**src/rtl/alu_arbiter.sv**
```systemverilog
// Two-port round-robin arbiter that time-shares one combinational ALU.
// One operation in flight: IDLE (grant) -> EXEC (ALU settles) -> RESP (hold until accepted).
module alu_arbiter #(
  parameter int DATA_W  = 32,
  parameter int CTRL_W  = 4,
  parameter int SHAMT_W = 5
) (
  input  logic               clk,
  input  logic               rst,
  input  logic [1:0]         req_valid,
  output logic [1:0]         req_ready,
  input  logic [CTRL_W-1:0]  req0_ctrl,
  input  logic [CTRL_W-1:0]  req1_ctrl,
  input  logic [DATA_W-1:0]  req0_a,
  input  logic [DATA_W-1:0]  req1_a,
  input  logic [DATA_W-1:0]  req0_b,
  input  logic [DATA_W-1:0]  req1_b,
  input  logic [SHAMT_W-1:0] req0_shamt,
  input  logic [SHAMT_W-1:0] req1_shamt,
  output logic [1:0]         rsp_valid,
  input  logic [1:0]         rsp_ready,
  output logic [DATA_W-1:0]  rsp_result,
  output logic               rsp_zero,
  output logic [CTRL_W-1:0]  alu_ctrl,
  output logic [DATA_W-1:0]  alu_a,
  output logic [DATA_W-1:0]  alu_b,
  output logic [SHAMT_W-1:0] alu_shamt,
  input  logic [DATA_W-1:0]  alu_result,
  input  logic               alu_zero,
  output logic               busy
);

  typedef enum logic [1:0] {IDLE, EXEC, RESP} state_t;

  // Unused opcode: the ALU outputs 0 for it, keeping the datapath quiet.
  localparam logic [CTRL_W-1:0] CTRL_QUIET = CTRL_W'(11);

  state_t               state_reg, state_next;
  logic                 owner_reg;
  logic                 last_grant_reg;
  logic [CTRL_W-1:0]    ctrl_reg;
  logic [DATA_W-1:0]    a_reg;
  logic [DATA_W-1:0]    b_reg;
  logic [SHAMT_W-1:0]   shamt_reg;
  logic [DATA_W-1:0]    rsp_result_reg;
  logic                 rsp_zero_reg;

  logic [1:0]           grant;
  logic                 grant_port;
  logic                 handshake;

  logic [CTRL_W-1:0]    port_ctrl  [2];
  logic [DATA_W-1:0]    port_a     [2];
  logic [DATA_W-1:0]    port_b     [2];
  logic [SHAMT_W-1:0]   port_shamt [2];

  assign port_ctrl[0]  = req0_ctrl;
  assign port_ctrl[1]  = req1_ctrl;
  assign port_a[0]     = req0_a;
  assign port_a[1]     = req1_a;
  assign port_b[0]     = req0_b;
  assign port_b[1]     = req1_b;
  assign port_shamt[0] = req0_shamt;
  assign port_shamt[1] = req1_shamt;

  // On a tie the port that did not win last time gets the grant.
  always_comb begin
    grant = 2'b00;
    if (state_reg == IDLE) begin
      case (req_valid)
        2'b01:   grant = 2'b01;
        2'b10:   grant = 2'b10;
        2'b11:   grant = last_grant_reg ? 2'b01 : 2'b10;
        default: grant = 2'b00;
      endcase
    end
  end

  assign grant_port = grant[1];
  assign handshake  = |grant;
  assign req_ready  = grant;

  always_comb begin
    state_next = state_reg;
    case (state_reg)
      IDLE:    if (handshake) state_next = EXEC;
      EXEC:    state_next = RESP;
      RESP:    if (rsp_ready[owner_reg]) state_next = IDLE;
      default: state_next = IDLE;
    endcase
  end

  always_ff @(posedge clk) begin
    if (rst) begin
      state_reg      <= IDLE;
      owner_reg      <= 1'b0;
      last_grant_reg <= 1'b1;
      ctrl_reg       <= '0;
      a_reg          <= '0;
      b_reg          <= '0;
      shamt_reg      <= '0;
      rsp_result_reg <= '0;
      rsp_zero_reg   <= 1'b0;
    end else begin
      state_reg <= state_next;
      if (state_reg == IDLE && handshake) begin
        owner_reg      <= grant_port;
        last_grant_reg <= grant_port;
        ctrl_reg       <= port_ctrl[grant_port];
        a_reg          <= port_a[grant_port];
        b_reg          <= port_b[grant_port];
        shamt_reg      <= port_shamt[grant_port];
      end
      if (state_reg == EXEC) begin
        rsp_result_reg <= alu_result;
        rsp_zero_reg   <= alu_zero;
      end
    end
  end

  // Operands reach the ALU only during EXEC.
  always_comb begin
    alu_ctrl  = CTRL_QUIET;
    alu_a     = '0;
    alu_b     = '0;
    alu_shamt = '0;
    if (state_reg == EXEC) begin
      alu_ctrl  = ctrl_reg;
      alu_a     = a_reg;
      alu_b     = b_reg;
      alu_shamt = shamt_reg;
    end
  end

  generate
    for (genvar gi = 0; gi < 2; gi++) begin : g_rsp
      assign rsp_valid[gi] = (state_reg == RESP) && (owner_reg == 1'(gi));
    end
  endgenerate

  assign rsp_result = rsp_result_reg;
  assign rsp_zero   = rsp_zero_reg;
  assign busy       = (state_reg != IDLE);

endmodule
```
**config.mk**
```make
export PLATFORM = sky130hd
export DESIGN_NAME = alu_arbiter
export DESIGN_NICKNAME = d
export VERILOG_FILES = /design/src/rtl/alu_arbiter.sv
export SDC_FILE = /design/constraint.sdc
export NUM_CORES = 1
export LEC_CHECK = 0
export CAP_MARGIN = 10
export CORE_ASPECT_RATIO = 0.6
export CORE_UTILIZATION = 47
export DETAILED_ROUTE_END_ITERATION = 6
export DONT_BUFFER_PORTS = 1
export PLACE_DENSITY = 0.71
export SYNTH_ARGS = -nofsm -noshare
export SYNTH_HDL_FRONTEND = slang
export SYNTH_SLANG_ARGS = --single-unit
```
**constraint.sdc**
```tcl
create_clock -name clk -period 1.8 [get_ports clk]
set_input_delay 0.27 -clock clk [delete_from_list [all_inputs] [get_ports clk]]
set_output_delay 0.27 -clock clk [all_outputs]
set_load 0.03 [all_outputs]
```
=== Word-level counts from Yosys, hierarchy flattened ===
Cells that the tools add are included.

* Reduce and logical (&&, ||, !) cells: 7
* Bitwise gates (word level): 2
* Multiplexer cells: 24
* Equal/unequal tests: 7
* Order comparisons: 2

{| class="wikitable"
|+ Operator list
! operator !! count
|-
| 2-to-1 mux 32 bit || 8
|-
| 2-to-1 mux 5 bit || 4
|-
| 2-to-1 mux 4 bit || 4
|-
| one-hot mux 2 bit (3 select lines) || 2
|-
| 2-to-1 mux 2 bit || 4
|-
| equality test 2 bit, second input constant || 3
|-
| equality test 2 x 1 -> 1 bit, second input constant || 2
|-
| != test 2 bit, second input constant || 2
|-
| logical AND 1 bit || 3
|-
| greater-or-equal comparator 2 bit, second input constant || 1
|-
| zero test 2 bit || 1
|-
| less-than comparator 1 x 2 -> 1 bit, second input constant || 1
|-
| 2-to-1 mux 1 bit || 2
|-
| NOT 1 -> 2 bit || 1
|-
| AND reduction 2 bit || 1
|-
| nonzero test 2 bit || 1
|-
| OR reduction 2 bit || 1
|-
| NOT 1 bit || 1
|}

* Bits in registers: 110
* Output and inout port bits: 111
* Input bits: 185

=== Logic depth before layout (Yosys ltp) ===
* Depth after elaboration: 7
* Mapped depth: 6
* Mapped depth without buffers: 4

=== Worst setup path after synthesis ===
No wires, ideal clock.

* Path kind: reg-to-output
* From: reg state_reg[0]
* To: out alu_a[22]
* Setup slack: 0.259 ns
* Arrival time: 1.271 ns
* Cell stages (with the launch flop): 6
* Cell sequence: dfxtp_1 > nor2b_1 > buf_4 > buf_6 > buf_2 > and2_1

* Longest elaborated chain between the ends: 2

{| class="wikitable"
|+ Ends and longest elaborated chain
! item !! line !! source
|-
| from (decl) || 38 || <nowiki>state_t state_reg, state_next;</nowiki>
|-
| from (signal assigned) || 105 || <nowiki>state_reg <= state_next;</nowiki>
|-
| equality test 2 x 1 -> 1 bit || 127 || <nowiki>if (state_reg == EXEC) begin</nowiki>
|-
| 2-to-1 mux 32 bit || 127 ||
|-
| to (decl) || 25 || <nowiki>output logic [DATA_W-1:0] alu_a,</nowiki>
|}

No other way between the ends.

=== Worst setup path after layout ===
* From: reg state_reg[1]
* To: reg rsp_result_reg[29], in the netlist rsp_result[29]

* Longest elaborated chain between the ends: 1

{| class="wikitable"
|+ Ends and longest elaborated chain
! item !! line !! source
|-
| equality test 2 x 1 -> 1 bit || 114 || <nowiki>if (state_reg == EXEC) begin</nowiki>
|-
| to (signal assigned) || 115 || <nowiki>rsp_result_reg <= alu_result;</nowiki>
|-
| to (decl) || 45 || <nowiki>logic [DATA_W-1:0] rsp_result_reg;</nowiki>
|}

No other way between the ends.
A chain may end at the register's enable or synchronous reset.

==> flow_metrics.tcl <==
set metrics [dict create \
    status "finished clean" \
    drive_gt1_share_pct 18.73 \
    period_share_pct 99.12 \
    area_growth_pct 25.01 \
    first_pass_iters 5 \
    clock_latency_ps 340 \
    clockBufferDepth 2 \
    synth_seq_cells 110 \
    ys_seq_area_share_pct 39.91 \
    ys_async_sr_fraction_pct 0 \
    peakVddDrop_mv 0.6339 \
    place_area_um2 6106 \
    gp_congestion 0.7535 \
    rsz0062_at_grt "true" \
    p_clk_share_pct 31.7 \
    grt_first_pass_wirelength_um 27570 \
    skew_ps 7.750 \
    maxSlewHeadroom_pct 58.89 \
    p_per_area_nw_per_um2 1006 \
    dr_total_vias 5747 \
    clock_sinks 110 \
    drc_errors 0 \
    finalSetupViolations 0 \
    wl_per_cell_um 21.94 \
    crit_family "buffers and inverters" \
    grt_pass1_vias 5217 \
    dp_hpwl_um 11110 \
    seqPwrFrac_pct 42.4 \
    die-height_um 85.93 \
    tightest_slew_ps 614.5 \
    finalCriticalPeriod_ps 1784 \
    crit_fanout 10 \
    finish.net_count 906 \
    grt.total_usage_pct 28.79 \
    final_util_pct 60.65 \
    syn_area_um2 5518 \
    path_cells "nor2b_4 -> buf_6 -> buf_16 -> buf_4 -> nand2_1 -> a21oi_2 -> dlygate4sd3_1" \
    cts_buffers 9 \
    cp-end-kind "flip-flop" \
    cp_slowest_stage_delay_ps 550 \
    die_w_um 141.9 \
    die_area_um2 12190 \
    setup_slack_ps 15.84 \
    finalHoldViolCount 0 \
    grt_antenna_before_repair 0 \
    layoutNonFillerInstCount 886 \
    maxCapViolations 0 \
    layout_commonest_cell "dfxtp_1" \
    crit_slowest_cell "dlygate4sd3_1" \
    portBuffers 0 \
    cp_data_required_time_ps 2090 \
    cts_tree "done" \
    fmax_mhz 560.5 \
    diodes 0 \
    clockRootBuffer "clkbuf_16" \
    holdWs_ps 27.22 \
    p_leak_nw 2.509 \
    rows 30 \
    io_pins 296 \
    drtIter0Drc 393 \
    grt_start_max_net_pins 78 \
    synth_ff_type "dfxtp_1" \
    crit_buf_inv 4 \
    viasPerCell 6.486 \
    syn_inst 690 \
    start_kind "flip-flop" \
    internal-power_mw 4.651 \
    ys_warn_count 0 \
    most-common-layout-cells "108 x dfxtp_1, 106 x a21oi_1, 73 x nand4_1, 73 x a311oi_1" \
    dp.cells 848 \
    synth_nets 875 \
    synth_cell_types 27 \
    grt-ovfl-total 0 \
    arrival_ps 2070 \
    synth_edf_count 0 \
    switchingPower_mw 2.289 \
    initial_core_util_pct 48.51 \
    clk_pin_slew_ps 80 \
    regToRegSetupSlack_ps 20 \
    synth.avg_cell_area_um2 7.997 \
    netSwitchingFraction_pct 32.98 \
    drv_slew 0 \
    wirelength_um 19440 \
    dp_slack_ps 149.2 \
    final_cell_area_um2 6898 \
    hold_class "in -> reg" \
    drtAntennaViolNets 0 \
    p_comb_share_pct 25.9 \
    core_area_um2 11370 \
    crit_type "reg -> reg" \
    h-tree-depth 3 \
]
## synthesized netlist by cell type, types with 2 or more instances
master	count	area (µm²)
o21ai_1	20	100.1
a311oi_1	73	639.4
and2_1	70	437.9
nor3b_1	2	15.01
inv_1	4	15.01
nor2b_1	2	12.51
clkbuf_1	27	101.4
buf_2	50	250.2
nand3b_1	2	15.01
nand4_1	73	456.7
nand2_1	67	251.5
nand2b_1	5	31.28
buf_6	2	22.52
a21oi_1	108	540.5
dfxtp_1	110	2202
buf_4	11	82.58
o21ai_0	54	270.3
## per-layer routing
layer,GRT usage [%],vias to the layer above,share of wire [%]
met1,36.09,2753,40
li1,-,2633,-
met2,49.35,330,47
met4,6.158,0,1.5
met5,0,-,0
met3,8.208,31,11
## layout make-up
type / instances / area (µm²)
Clock buffer: 9 / 225.2
Clock inverter: 7 / 103.9
Fill cell: 981 / 4476
Inverter: 5 / 18.77
Multi-Input combinational cell: 484 / 2872
Sequential cell: 110 / 2210
Tap cell: 160 / 200.2
Timing Repair Buffer: 111 / 1269
## kinds of logic (layout without fill, tap and decap cells)
kind of cell,Yosys count,count (layout),synth area share (%)
simple gates,225,225,22.63
mux,1,1,0.1814
buf+inv,96,132,8.685
flops,110,110,39.91
compound gates,258,258,28.59
## power by group through the flow
stage | Combinational (mW) | Sequential, mW | Clock, mW
6_report | 1.80 | 2.94 | 2.20
5_1_grt | 1.93 | 2.97 | 2.33
4_1_cts | 1.69 | 2.94 | 2.23
3_5_place_dp | 1.53 | 3.00 | 0
3_3_place_gp | 1.48 | 2.98 | 0
2_1_floorplan | 1.21 | 2.95 | 0
## path summary, 6_finish.rpt
kind	from	endpoint	cells past startpoint
max reg2reg	state_reg[1]	rsp_result[29]	7
min	rst	rsp_result[2]	1
max	state_reg[1]	rsp_result[29]	7
min reg2reg	a_reg[2]	a_reg[2]	2
## per-stage QoR
stage | total power [mW] | setup TNS [ps]
5_1_grt | 7.222 | -302.1
2_1_floorplan | 4.157 | 0
4_1_cts | 6.868 | 0
3_5_place_dp | 4.523 | 0
3_3_place_gp | 4.458 | 0
6_report | 6.939 | 0
## repair_timing
| action | 4_1_cts | 5_1_grt |
|---|---|---|
| buffers inserted | 4 | 2 |
| setup endpoints to repair | 74 | 40 |
| hold endpoints to repair | 77 | 2 |
| pin swaps | 0 | 1 |
| cloned | 3 | 3 |
| hold buffers | 10 | 1 |
| resized for setup | 28 | 17 |
Power figures use the tool's default switching activity.
